[src/rtl/division_issue_queue.sv]
// In-order issue buffer in front of the integer divider.
// Holds tagged DIV/REM micro-ops, issues one at a time, returns tagged results.
package division_issue_queue_pkg;
  typedef logic [31:0] data_word_t;
  typedef enum logic [1:0] {
    UOP_DIV,
    UOP_DIVU,
    UOP_REM,
    UOP_REMU
  } div_uop_t;
endpackage

module division_issue_queue
  import division_issue_queue_pkg::*;
#(
  parameter int DEPTH     = 4,
  parameter int TAG_WIDTH = 6
) (
  input  logic                 clk_i,
  input  logic                 rst_n_i,
  input  logic                 clk_en_i,
  input  logic                 flush_i,
  input  logic                 data_valid_i,
  input  data_word_t           dividend_i,
  input  data_word_t           divisor_i,
  input  div_uop_t             operation_i,
  input  logic [TAG_WIDTH-1:0] tag_i,
  output logic                 ready_o,
  output data_word_t           div_dividend_o,
  output data_word_t           div_divisor_o,
  output div_uop_t             div_operation_o,
  output logic                 div_data_valid_o,
  input  logic                 div_idle_i,
  input  logic                 div_data_valid_i,
  input  data_word_t           div_result_i,
  input  logic                 div_divide_by_zero_i,
  output data_word_t           result_o,
  output logic [TAG_WIDTH-1:0] result_tag_o,
  output logic                 result_valid_o,
  output logic                 divide_by_zero_o,
  output logic                 busy_o
);

  localparam int AW = $clog2(DEPTH);
  localparam logic [AW:0] FULL = (AW+1)'(DEPTH);

  typedef struct packed {
    data_word_t           dividend;
    data_word_t           divisor;
    div_uop_t             op;
    logic [TAG_WIDTH-1:0] tag;
  } entry_t;

  typedef enum logic {
    S_IDLE,
    S_WAIT
  } state_t;

  entry_t               mem [DEPTH];
  entry_t               head;
  logic [AW-1:0]        wr_ptr;
  logic [AW-1:0]        rd_ptr;
  logic [AW:0]          count;
  logic [AW:0]          count_nxt;
  state_t               state;
  state_t               state_nxt;
  logic [TAG_WIDTH-1:0] tag_q;
  logic                 kill;
  logic                 push;
  logic                 pop;

  assign head = mem[rd_ptr];
  assign push = data_valid_i & ready_o & ~flush_i;
  assign pop  = (state == S_IDLE) & (count != '0)
              & div_idle_i & ~flush_i;

  always_comb begin
    count_nxt = count + (AW+1)'(push) - (AW+1)'(pop);
    if (flush_i) count_nxt = '0;
    state_nxt = state;
    case (state)
      S_IDLE: if (pop) state_nxt = S_WAIT;
      S_WAIT: if (div_data_valid_i) state_nxt = S_IDLE;
      default: state_nxt = S_IDLE;
    endcase
  end

  // Storage needs no reset: count alone decides which entries are live.
  always_ff @(posedge clk_i) begin
    if (clk_en_i && push) begin
      mem[wr_ptr] <= '{dividend_i, divisor_i, operation_i, tag_i};
    end
  end

  always_ff @(posedge clk_i or negedge rst_n_i) begin
    if (!rst_n_i) begin
      wr_ptr           <= '0;
      rd_ptr           <= '0;
      count            <= '0;
      state            <= S_IDLE;
      tag_q            <= '0;
      kill             <= 1'b0;
      ready_o          <= 1'b1;
      busy_o           <= 1'b0;
      div_dividend_o   <= '0;
      div_divisor_o    <= '0;
      div_operation_o  <= UOP_DIV;
      div_data_valid_o <= 1'b0;
      result_o         <= '0;
      result_tag_o     <= '0;
      result_valid_o   <= 1'b0;
      divide_by_zero_o <= 1'b0;
    end else if (clk_en_i) begin
      if (flush_i) begin
        wr_ptr <= '0;
        rd_ptr <= '0;
      end else begin
        if (push) wr_ptr <= wr_ptr + 1'b1;
        if (pop)  rd_ptr <= rd_ptr + 1'b1;
      end
      div_data_valid_o <= pop;
      if (pop) begin
        div_dividend_o  <= head.dividend;
        div_divisor_o   <= head.divisor;
        div_operation_o <= head.op;
        tag_q           <= head.tag;
        kill            <= 1'b0;
      end
      if (flush_i && state == S_WAIT) kill <= 1'b1;
      result_valid_o <= 1'b0;
      if (state == S_WAIT && div_data_valid_i) begin
        result_o         <= div_result_i;
        divide_by_zero_o <= div_divide_by_zero_i;
        result_tag_o     <= tag_q;
        result_valid_o   <= ~kill & ~flush_i;
      end
      state   <= state_nxt;
      count   <= count_nxt;
      ready_o <= count_nxt != FULL;
      busy_o  <= (count_nxt != '0) | (state_nxt == S_WAIT);
    end
  end

endmodule
[config.mk]
export PLATFORM = sky130hd
export DESIGN_NAME = division_issue_queue
export DESIGN_NICKNAME = d
export VERILOG_FILES = /design/src/rtl/division_issue_queue.sv
export SDC_FILE = /design/constraint.sdc
export NUM_CORES = 1
export LEC_CHECK = 0
export ABC_AREA = 1
export CAP_MARGIN = 25
export CORE_ASPECT_RATIO = 1.2
export CORE_UTILIZATION = 35
export CTS_BUF_LIST = sky130_fd_sc_hd__clkbuf_16
export DETAILED_ROUTE_END_ITERATION = 8
export PLACE_DENSITY_LB_ADDON = 0.2
export SETUP_SLACK_MARGIN = 0.3
export SLEW_MARGIN = 40
export SYNTH_ARGS = -nofsm -noshare
export SYNTH_HDL_FRONTEND = slang
export SYNTH_SLANG_ARGS = --single-unit
[constraint.sdc]
create_clock -name clk_i -period 11.65 [get_ports clk_i]
set_input_delay 2.33 -clock clk_i [delete_from_list [all_inputs] [get_ports clk_i]]
set_output_delay 2.33 -clock clk_i [all_outputs]
set_load 0.02 [all_outputs]
==> flow_results.org, run 1 <==
** Outcome
- Status :: complete, no violations

** Clocking
- TritonCTS built the clock tree.
- Total of hold buffers inserted after clock tree synthesis :: 0
- Clock tree synthesis inserted a total of 44 buffers.
- Worst-skew pair later-pin latency :: ~0.57 ns
- Buffer cell driving the clock tree root :: sky130_fd_sc_hd__clkbuf_16
- After clock tree synthesis, the clock-pin slew on the worst setup and hold paths is 0.06 ns.
- For this design, the sink count on the clock tree is around 410.
- Number of setup buffers added after CTS :: 0
- Count of H-tree levels built during CTS :: 2
- Maximum clock path buffer count :: 3
- # resized after CTS :: 0

** Yosys
- Post-synthesis compound-gate area fraction :: ~4.9%
- Cell with the most instances after synthesis :: sky130_fd_sc_hd__nand2_1
- After synthesis the netlist holds a flip-flop and latch count of between 400 and 500.
- After Yosys synthesis, XOR and XNOR cells account for less than 1% of the synthesized area.
- The commonest cells after synthesis are sky130_fd_sc_hd__nand2_1 (395), sky130_fd_sc_hd__nor2_1 (296), sky130_fd_sc_hd__edfxtp_1 (288), sky130_fd_sc_hd__o21ai_0 (145), sky130_fd_sc_hd__dfrtp_1 (123).
- After synthesis, the share of cell area in mux cells is 0%.
- Total nets after synthesis :: between 1500 and 2000
- After synthesis, the mean cell area works out to approximately 11 um^2.
- Post-Syn Area :: around 16000 um^2
- By area the synthesized netlist is led by sky130_fd_sc_hd__edfxtp_1 (54%), sky130_fd_sc_hd__dfrtp_1 (19%), sky130_fd_sc_hd__nand2_1 (9.3%).
- Summing the areas of all and, or, nand and nor instances in the mapped netlist gives 18.0% of the synthesized area.
- For this run, the register share of the synthesized area comes to about three quarters.
- Post-synth top area cell :: sky130_fd_sc_hd__edfxtp_1
- Summing the areas of all fa, ha and maj instances in the mapped netlist gives 0.594% of the synthesized area.
- Post-synth EDFFs :: 288
- Among all flip-flop cells after synthesis, the most frequent one is sky130_fd_sc_hd__edfxtp_1.
- The top cell type by area accounts for a little over half of the synthesized area.
- For this run, asynchronously set or reset flops after synthesis account for a little under a third.
- During synthesis, Yosys emitted a total of 0 warnings.
- Netlist cell types :: 26
- The cell count after synthesis came out at about 1400.
- Main combinational cell family by area after synthesis :: simple AND/OR/NAND/NOR gates

** Cells and area
- Registers take about 12000 um^2.
- After routing the design area is about 20000 um^2.
- Counting the fill cells in the layout gives 4154.
- Total area of multi-input combinational cells :: between 3000 and 4000 um^2
- Net total in the final layout :: ~1700
- Of the cells placed in the final design, the portion with a size suffix greater than 1 is 5.85%.
- Relative area change from synthesis to final layout :: 25.9%

** Global routing
- Overflow left after global routing :: 0
- Wire length of the first global-routing pass :: about 60000 um
- Largest net degree at the start of global routing :: 93
- The number of antenna violations at the first check in global routing was 5.
- GR Util All Layers :: around 17%
- The via count of the first global-routing pass came to about 11000.

** Detailed routing
- Count of routing violations after the opening detailed-route iteration :: 450
- Dividing the detail-routed wire length by the instance count gives 16.9 um.
- Antenna violation net count after detailed routing :: 0
- Dividing the detail-routed via count by the number of cells gives 4.64.
- In the routed design, unresolved DRC markers number 0.
- Detailed-route wire length :: roughly 38000 um
- Summing over every cut layer, the via total after detailed routing is approximately 11000.
- The pre-antenna-repair detailed-routing pass consisted of 4 iterations.

** STA
- Setup violations remaining at the end of the flow were counted as 0.
- Max Clock Freq :: 230 MHz
- The clock period could shrink to around 4.3 ns.
- Period utilization :: approximately 37%
- In the post-route analysis, the smallest setup slack over all paths is between 7 and 8 ns.
- Worst-margin pin slew :: between 0.8 and 0.9 ns
- Unrepaired setup endpoints after global routing :: no
- The count of pins over their slew limit came to 0.
- The final hold violation count is 0.
- Adding up every negative setup slack in the final design gives 0 ns.
- Setup clock skew after layout :: 0.0141 ns
- Headroom to the max-slew limit came out at between 40% and 50%.

** Worst hold path
- Min-Delay Endpoint :: result_o[16]
- Class of the most critical hold timing path :: reg -> reg
- Hold Path Depth :: 2
- In this run the most critical hold path is launched from result_o[16].

** Worst setup path
- Slowest cell delay on critical path :: between 0.5 and 0.6 ns
- In this run the critical register-to-register path is launched from rd_ptr[1].
- Setup slack of the worst register-to-register path :: 9.08 ns
- The critical path is of the in -> reg type.
- STA classifies the critical path endpoint as a flop.
- Cell with the largest stage delay on the worst path :: sky130_fd_sc_hd__clkdlybuf4s50_1
- Counting both buffers and inverters, the worst setup path holds a total of 6.
- STA puts the critical path data arrival time at around 4.8 ns.
- Ordered cell list for the critical path :: clkdlybuf4s50_1 -> inv_1 -> nand3_1 -> inv_1 -> ha_1 -> inv_1 -> ha_1 -> inv_1 -> fa_1 -> inv_1 -> nand2_1 -> nand2_1 -> nor2_1 -> nand2_1 -> nand2_1 -> nand3_1
- For the worst setup path, the data required time is between 10 and 15 ns.
- Most frequent CP cell :: sky130_fd_sc_hd__inv_1
- Capturing point of the worst reg2reg path :: div_divisor_o[26]
- Category of the worst setup path launch point :: input pin
- Max FO, Critical Path :: 11
- Worst reg-to-reg path cell count :: 7
- The kind of cell with the highest combined delay along the critical path is buffers and inverters.

** Flow run
- The tool flagged a number of max-cap violations equal to 0.

** Placed design
- GPL Wtd Cong :: 0.736
- Before CTS, the worst setup slack after placement is just under 7 ns.
- Instance area after placement :: approximately 19000 um^2
- Detailed placement ended at an HPWL of approximately 21000 um.
- During placement, the flow inserted port buffers numbering 220.

** Floorplan
- Die Wd :: 197 um
- Measured along the y axis, the die boundary spans between 200 and 250 um.
- Starting utilization of the core area :: 35.6%
- Die footprint :: 46600 um^2
- Standard-cell row count :: 85
- Core footprint :: about 45000 um^2
- about 220 I/O pins were placed.

** Pwr
- Total power of the final layout :: 4.81 mW
- Power Density :: 239 nW/um^2
- The worst-case IR drop observed on VDD is roughly 0.14 mV.
- The analysis attributes to cell leakage a power of around 8.0 nW.
==> layout make-up <==
class	count	area share, %
Multi-Input combinational cell	906	18.8
Clock buffer	46	5.71
Sequential cell	412	58.3
Tap cell	609	3.78
Clock inverter	36	1.29
Antenna cell	3	0.0372
Timing Repair Buffer	236	11.6
Inverter	22	0.465
==> kinds of logic (layout without fill, tap and decap cells) <==
logic type | after synthesis | count (layout)
AO/OA/AOI/OAI | 154 | 154
XOR/XNOR | 1 | 1
adder cells (fa/ha/maj) | 7 | 7
buffers and inverters | 98 | 340
flip-flops | 412 | 412
other | 0 | 3
AND/OR/NAND/NOR | 744 | 744
==> sequential cells by signal, summed over array words and instances, names as in the netlist, 3 cells and up <==
signal	flops
result_o	32
result_tag_o	6
div_divisor_o	32
count	3
div_dividend_o	32
tag_q	6
mem	288
==> cells in the final DEF (no fill, tap or decap), types with 5 or more instances in the layout <==
| cell | count |
|---|---|
| sky130_fd_sc_hd__buf_4 | 13 |
| sky130_fd_sc_hd__clkbuf_16 | 46 |
| sky130_fd_sc_hd__clkdlybuf4s50_1 | 219 |
| sky130_fd_sc_hd__clkinv_1 | 10 |
| sky130_fd_sc_hd__clkinv_2 | 9 |
| sky130_fd_sc_hd__dfrtp_1 | 121 |
| sky130_fd_sc_hd__edfxtp_1 | 288 |
| sky130_fd_sc_hd__ha_1 | 6 |
| sky130_fd_sc_hd__inv_1 | 26 |
| sky130_fd_sc_hd__nand2_1 | 395 |
| sky130_fd_sc_hd__nand3_1 | 47 |
| sky130_fd_sc_hd__nor2_1 | 292 |
| sky130_fd_sc_hd__nor2_4 | 5 |
| sky130_fd_sc_hd__o21ai_0 | 145 |
| sky130_fd_sc_hd__o21ai_1 | 6 |
==> worst min-delay path, stage by stage (launching register included) <==
cell and delay (ns):
sky130_fd_sc_hd__dfrtp_1 0.34, sky130_fd_sc_hd__nand2_1 0.05, sky130_fd_sc_hd__nand2_1 0.05
==> through the flow <==
step           hold WS (ns)  instances  util, %
5_1_grt               0.491       2269     44.8
3_3_place_gp          0.452       2185     41.6
2_1_floorplan         0.434       1416        -
3_5_place_dp          0.458       2185     41.7
4_1_cts               0.472       2267     44.8
6_report              0.469       2270     44.8
==> layer usage <==
metal	up-vias	GRT usage [%]	wire length, um
met5	-	0	23
met2	244	28.8	18700
met3	54	3.77	2090
li1	5152	-	-
met4	4	5.00	766
met1	5069	20.9	16700
==> worst max-delay path by stage <==
stage | cells after the start | slack (ns) | start | end
floorplan | 4 | 5.40 | flush_i | mem[0][0]
global placement | 16 | 6.74 | flush_i | busy_o
detailed placement | 16 | 6.74 | flush_i | busy_o
CTS | 16 | 7.34 | flush_i | busy_o
global route | 16 | 7.10 | flush_i | busy_o
finish | 16 | 7.31 | flush_i | busy_o
==> where the power goes <==
part	switching (mW)	internal, mW	total, mW
clock network	0.569	0.783	1.35
registers	0.180	1.81	1.99
logic	0.878	0.591	1.47
Note: power is estimated with default switching activity, not from simulation.
==> run 2: changes to the inputs <==
==> constraint.sdc (replaced) <==
create_clock -name clk_i -period 3.9 [get_ports clk_i]
set_input_delay 0.78 -clock clk_i [delete_from_list [all_inputs] [get_ports clk_i]]
set_output_delay 0.78 -clock clk_i [all_outputs]
set_load 0.02 [all_outputs]
==> flow_results.org, run 2 (synthesis gave the netlist of run 1 again) <==
** Cells and area
- Utilization after layout :: 45.0% (+0.14 points)
- The library cell used most frequently in the layout, excluding fill and tap cells, is sky130_fd_sc_hd__nand2_1.
- Relative area change from synthesis to final layout :: 26.3%
- Number of flip-flops in the largest register :: 288 (unchanged)
- In the layout the commonest cells are sky130_fd_sc_hd__nand2_1 (395), sky130_fd_sc_hd__nor2_1 (292), sky130_fd_sc_hd__edfxtp_1 (288).
- The number of nets in the layout is 1746 (+0.29%).
- Counting flops per register, the top entry is mem.
- Post-route non-filler standard cell count :: 2273 (+0.13%)
- The layout cell share with drive strength beyond 1 came to 5.77% (-0.078 points).
- Post-layout instance area :: 20200 um^2 (+0.30%)

** STA
- Max Clock Freq :: approximately 350 MHz
- Unrepaired setup endpoints after global routing :: no
- Period utilization :: 72.9%
- Setup clock skew after layout :: 0.0182 ns (+0.00417 ns)
- Final number of max-transition violations :: 0 (unchanged)
- Shortest period the worst path allows :: around 2.8 ns
- Final hold vios :: 0 (unchanged)
- The count of endpoints failing setup in the final report is 0 (unchanged).
- The measured slew at the worst slew-check pin came to 0.807 ns (-0.00428 ns).
- The worst slew margin relative to its limit was 46.2% (+0.29 points).

** Pwr
- The power per unit of standard cell area came to 708 nW/um^2 (+200%).
- The leakage component of the power is 8.06 nW (+0.35%).
- Highest ir drop seen on vdd :: 0.316 mV (+130%)

** Detailed routing
- The post-detailed-route DRC marker count came to 0 (unchanged).
- The post-detailed-routing wire length was 38400 um (+0.29%).
- Count of routing violations after the opening detailed-route iteration :: 496 (+10%)
- The remaining antenna violation count after routing came to 0 (unchanged).
- Number of vias per cell :: 4.65 (+0.22%)
- The final routed wire length divided by cell count is 16.9 um (+0.15%).
- The via total after detailed routing is 10560 (+0.35%).
- The total iterations of the first detailed-routing run was 5 (+1).

** Clocking
- CTS Buf Count :: 44 (unchanged)
- The clock net sink count is 412 (unchanged).
- The total of cells resized after clock tree synthesis was 0 (unchanged).
- Clock tree synthesis selected as its root buffer the cell sky130_fd_sc_hd__clkbuf_16.
- The depth of the CTS H-tree is 2 (unchanged).
- The clock latency of the later-clocked register in the worst-skew pair was 0.57 ns (about the same).
- The register clock-pin slew on the reported worst setup and hold paths came to 0.06 ns (about the same).
- TritonCTS clock tree :: done
- Number of setup buffers added after CTS :: 0 (unchanged)
- The maximum buffer depth of the clock tree was 3 (unchanged).
- The count of hold buffers inserted by post-cts repair is 0 (unchanged).

** Floorplan
- Standard-cell row count :: 85 (unchanged)
- The die area came to 46600 um^2 (unchanged).
- The horizontal die dimension came to 197 um (unchanged).
- Core footprint :: 45000 um^2 (unchanged)
- The number of I/O pins came to 221 (unchanged).
- The starting density of the core was 35.6% (unchanged).
- Die Y-Extent :: 236 um (unchanged)

** Global routing
- The leftover overflow at the end of global routing was 0 (unchanged).
- Largest net degree at the start of global routing :: 118 (+27%)
- GR Util All Layers :: 16.6% (-0.11 points)
- The number of antenna violations at the first check in global routing was 3 (-2).
- The global-route wire length before repair is 59400 um (-0.29%).
- Vias in the first global route :: 10369 (-1.3%)

** Worst setup path
- The setup path with the least slack is of type in -> reg.
- The maximum fanout along the worst path was 11 (unchanged).
- Most frequent CP cell :: sky130_fd_sc_hd__inv_1
- Ordered cell list for the critical path :: clkdlybuf4s50_1 -> inv_1 -> nand3_1 -> inv_1 -> ha_1 -> inv_1 -> ha_1 -> inv_1 -> fa_1 -> inv_1 -> nand2_1 -> nand2_1 -> nor2_1 -> nand2_1 -> nand2_1 -> nand3_1
- Required @ worst endpoint :: 4.34 ns (-7.75 ns)
- CP Capture Type :: flop
- Data arrival time of the critical path :: 3.28 ns (-1.51 ns)
- Slowest cell delay on critical path :: 0.60 ns (+0.03 ns)
- Cell with the largest stage delay on the worst path :: sky130_fd_sc_hd__clkdlybuf4s50_1
- Category of the worst setup path launch point :: input pin

** Placed design
- The global placer's final weighted congestion was 0.752 (+2.2%).
- The post-placement cell count was 2190 (+0.23%).
- Instance area after placement :: 18900 um^2 (+0.69%)
- # port buffers :: 220 (unchanged)
- The post-detailed-placement half-perimeter wirelength is 21900 um (+5.1%).

** Worst hold path
- The min-delay analysis places its worst path in the category in -> async.

** Flow run
- The total of max-cap violations was 0 (unchanged).

** Outcome
- The run finished with clean final reports.
==> run 2: cell count changes in the layout (fill, tap and decap cells not counted), sizes merged <==
cell	before	now
diode	3	1
clkinv	21	18
bufinv	3	2
clkbuf	47	46
inv	31	36
buf	16	21
==> run 2: cell type report <==
cell class	instances	area, um^2
fillers	4178	24800
flip-flops and latches	412	11800
multi-input cells	906	3800
repair buffers	241	2470
clock buffers	45	1130
well taps	609	762
clock inverters	37	219
inverters	22	96.3
diodes	1	2.50
==> run 2: through the flow <==
stage / hold WS [ns] / total power [mW] / setup slack, ns / setup TNS, ns
after CTS: 0.271 / 14.5 / 1.09 / 0
after detailed placement: 0.457 / 10.6 / 0.494 / 0
after global routing: 0.287 / 15.2 / 0.839 / 0
final: 0.252 / 14.3 / 1.06 / 0
after global placement: 0.453 / 10.5 / 0.523 / 0
after floorplan: 0.434 / 8.59 / -0.798 / -229.83
==> run 2: path summary, 6_finish.rpt <==
| path | slack, ns | cells past startpoint | from | endpoint |
|---|---|---|---|---|
| worst max-delay path | 1.06 | 16 | flush_i | busy_o |
| worst min-delay path | 0.25 | 1 | rst_n_i | result_o[9] |
| worst max register to register | 1.44 | 7 | rd_ptr[1] | div_divisor_o[5] |
| worst min register to register | 0.47 | 2 | result_tag_o[0] | result_tag_o[0] |
| max in group asynchronous | 2.88 | 2 | rst_n_i | div_dividend_o[11] |
| min in group clk_i | 0.47 | 2 | result_tag_o[0] | result_tag_o[0] |
==> run 2: worst max-delay path: cells and delay by family <==
kind / cells / cell delay (ns)
adders and majority gates: 3 / 0.91
buffers and inverters: 6 / 1.04
and+or+nand+nor: 7 / 0.54
==> run 2: layer usage <==
layer / wire (um) / global-route usage, % / vias up
met2: 18900 / 28.0 / 238
li1: - / - / 5150
met1: 16700 / 21.1 / 5110
met5: 17 / 0 / -
met3: 1930 / 3.40 / 60
met4: 936 / 6.04 / 2
==> run 2: report_power, final <==
group	internal [mW]	total [mW]	switching (mW)
logic	1.81	4.56	2.75
registers	5.42	5.86	0.448
clock network	2.22	3.89	1.67
total	9.44	14.3	4.87
==> run 3: changes to the inputs <==
==> constraint.sdc (replaced) <==
create_clock -name clk_i -period 2.3 [get_ports clk_i]
set_input_delay 0.46 -clock clk_i [delete_from_list [all_inputs] [get_ports clk_i]]
set_output_delay 0.46 -clock clk_i [all_outputs]
set_load 0.02 [all_outputs]
==> flow_results.org, run 3 (synthesis gave the netlist of run 1 again) <==
** Outcome
- The flow ran to the end, and the final reports show no timing, DRC or antenna violations.

** Clocking
- Worst-skew pair later-pin latency :: 0.57 ns (about the same)
- CTS Buf Count :: 44 (unchanged)
- Clock slew at reported path FFs :: 0.06 ns (about the same)
- Count of H-tree levels built during CTS :: 2 (unchanged)
- TritonCTS clock tree :: done
- The maximum buffer depth of the clock tree came to 3 (unchanged).
- The cell sitting at the root of the clock tree is a sky130_fd_sc_hd__clkbuf_16.
- Total clock sinks :: 412 (unchanged)

** Worst hold path
- In this run the worst hold path is classified as in -> async.

** Cells and area
- Net total in the final layout :: 1830 (+4.8%)
- Post-route non-filler standard cell count :: 2355 (+3.6%)
- Counting flops per register, the top entry is mem.
- Most common cell after layout, fill and taps aside :: sky130_fd_sc_hd__nor2_1
- Ratio of cells with drive above 1 in the final layout :: 17.4% (+12 points)
- The number of flip-flops in the largest register came to 288 (unchanged).
- FILL cells :: 4031 (-3.5%)
- The top cell types in the final layout, fill and taps aside, are sky130_fd_sc_hd__nor2_1 (291), sky130_fd_sc_hd__nand2_1 (288), sky130_fd_sc_hd__edfxtp_1 (288).
- The area of all placed cells without fillers was 22000 um^2 (+8.7%).
- From synthesis to final layout, the design area changed by 37.3%.

** Global routing
- Wire length of the first global-routing pass :: 60300 um (+1.5%)
- Largest net degree at the start of global routing :: 75 (-36%)
- Number of antenna violations at the first check in global routing :: 6 (+3)
- GR Util All Layers :: 16.8% (+0.20 points)
- Vias in the first global route :: 10635 (+2.6%)
- Overflow left after global routing :: 0 (unchanged)

** Detailed routing
- The violation count after the first detailed-route iteration came to 553 (+11%).
- Detailed-router iteration count before antenna repair :: 5 (unchanged)
- The final routed wire length divided by cell count was 18.3 um (+8.1%).
- The via total after detailed routing came to 11052 (+4.7%).
- The post-detailed-routing wire length came to 43000 um (+12%).
- The highest layer touched by signal routing is met5.
- The wire length on met3 was 2490 um (+29%).
- Number of vias per cell :: 4.69 (+1.0%)
- Met1 wire length :: 18100 um (+8.4%)
- Antenna violation net count after detailed routing :: 0 (unchanged)
- Routed wl met2 :: 21300 um (+13%)
- Post-detailed-route DRC marker count :: 0 (unchanged)

** STA
- The count of endpoints failing setup in the final report came to 0 (unchanged).
- The worst slew margin relative to its limit is 55.9% (+9.7 points).
- Period utilization :: between 90% and 100%
- The final worst clock skew was 0.0215 ns (+0.00330 ns).
- Shortest period the worst path allows :: around 2.3 ns
- Unrepaired setup endpoints after global routing :: yes
- Final WS setup :: 0.0366 ns (-1.02 ns)
- The final hold violation count was 0 (unchanged).
- Worst-margin pin slew :: 0.661 ns (-0.146 ns)
- The count of pins over their slew limit was 0 (unchanged).
- For this run, the top clock speed supported by timing is ~440 MHz.
- Total Negative Setup Slacks :: 0 ns (unchanged)
- The worst hold slack came to 0.392 ns (+0.141 ns).

** Pwr
- Power Density :: 1150 nW/um^2 (+63%)
- Leakage :: 9.53 nW (+18%)
- Highest ir drop seen on vdd :: 0.661 mV (+110%)

** Floorplan
- The horizontal die dimension was 197 um (unchanged).
- Starting utilization of the core area :: 35.6% (unchanged)
- The core outline area is 45000 um^2 (unchanged).
- Ports placed on the boundary :: 221 (unchanged)
- Standard-cell row count :: 85 (unchanged)
- Die Y-Extent :: 236 um (unchanged)
- Die footprint :: 46600 um^2 (unchanged)

** Flow run
- The total of max-cap violations was 0 (unchanged).

** Worst setup path
- Required @ worst endpoint :: 2.75 ns (-1.59 ns)
- The worst setup path is captured at a flop.
- Category of the worst setup path launch point :: flop
- The worst reg-to-reg path cell count was 15 (+8).
- Type of the worst setup path :: reg -> reg
- Data arrival time of the critical path :: 2.71 ns (-0.57 ns)
- Max FO, Critical Path :: 8 (-3)

** Placed design
- Number of placed instances, taps included :: 2239 (+2.2%)
- The post-detailed-placement half-perimeter wirelength is 24100 um (+9.9%).
- The worst slack at placement came to -0.511 ns (-1.01 ns).
- The standard cell area after detailed placement came to 19500 um^2 (+3.5%).
- The global placer's final weighted congestion came to 0.773 (+2.8%).
- The number of buffers added on ports came to 220 (unchanged).
run 3: cell types whose count changed in the layout (fill, tap and decap cells not counted), moves of 26 or more:
| cell | change |
|---|---|
| sky130_fd_sc_hd__buf_4 | +26 |
| sky130_fd_sc_hd__clkdlybuf4s50_1 | -106 |
| sky130_fd_sc_hd__buf_12 | +29 |
| sky130_fd_sc_hd__nand2_1 | -107 |
| sky130_fd_sc_hd__nand2_2 | +62 |
| sky130_fd_sc_hd__nand2_4 | +45 |
| sky130_fd_sc_hd__dlygate4sd2_1 | +93 |
run 3: stage by stage:
| stage | util (%) | power, mW |
|---|---|---|
| floorplan | - | 14.6 |
| global placement | 43.4 | 18.2 |
| detailed placement | 43.4 | 18.3 |
| CTS | 46.3 | 24.5 |
| global route | 48.9 | 26.8 |
| finish | 48.9 | 25.3 |
run 3: timing repair:
item / in CTS / in global routing
pin swaps: 5 / 65
resized for setup: 98 / 215
endpoints found under the hold margin: 36 / 0
hold buffers: 1 / 0
cloned: 0 / 19
endpoints found under the setup margin: 97 / 94
buffers inserted: 10 / 5
run 3: cell type report:
class | count | area [um^2] | share of cell area, %
Sequential cell | 412 | 11800 | 53.5
Multi-Input combinational cell | 906 | 4340 | 19.7
Timing Repair Buffer | 324 | 3670 | 16.7
Clock buffer | 45 | 1130 | 5.12
Tap cell | 609 | 762 | 3.47
Clock inverter | 35 | 191 | 0.871
Inverter | 22 | 106 | 0.484
Timing Repair inverter | 1 | 20.0 | 0.0911
Antenna cell | 1 | 2.50 | 0.0114
run 3: power breakdown:
part           internal (mW)  switching [mW]  total (mW)
clock                   3.66            2.89        6.55
combinational           3.39            5.62        9.01
sequential              9.18           0.576        9.76
run 3: critical path: stages (launching register included):
cell	delay (ns)
sky130_fd_sc_hd__dfrtp_1	0.39
sky130_fd_sc_hd__nor2_1	0.12
sky130_fd_sc_hd__nand2_1	0.10
sky130_fd_sc_hd__buf_4	0.14
sky130_fd_sc_hd__buf_6	0.10
sky130_fd_sc_hd__buf_6	0.10
sky130_fd_sc_hd__buf_6	0.10
sky130_fd_sc_hd__buf_6	0.10
sky130_fd_sc_hd__buf_6	0.10
sky130_fd_sc_hd__buf_6	0.10
sky130_fd_sc_hd__buf_6	0.11
sky130_fd_sc_hd__nand3_4	0.16
sky130_fd_sc_hd__clkinv_8	0.16
sky130_fd_sc_hd__clkbuf_16	0.24
sky130_fd_sc_hd__nand2_2	0.06
sky130_fd_sc_hd__nand2_1	0.05
run 3: metal layers:
layer	GRT usage [%]	vias to the layer above
met1	21.3	5358
li1	-	5332
met2	28.6	280
met5	0	-
met4	5.36	10
met3	3.52	72
run 3: final timing paths:
kind | slack (ns) | from | to
setup reg to reg | 0.04 | count[1] | tag_q[0]
hold / removal | 0.39 | rst_n_i | result_o[3]
setup / recovery | 0.04 | count[1] | tag_q[0]
max in group asynchronous | 1.20 | rst_n_i | div_dividend_o[9]
hold reg to reg | 0.46 | result_o[15] | result_o[15]
min in group clk_i | 0.46 | div_result_i[7] | result_o[7]
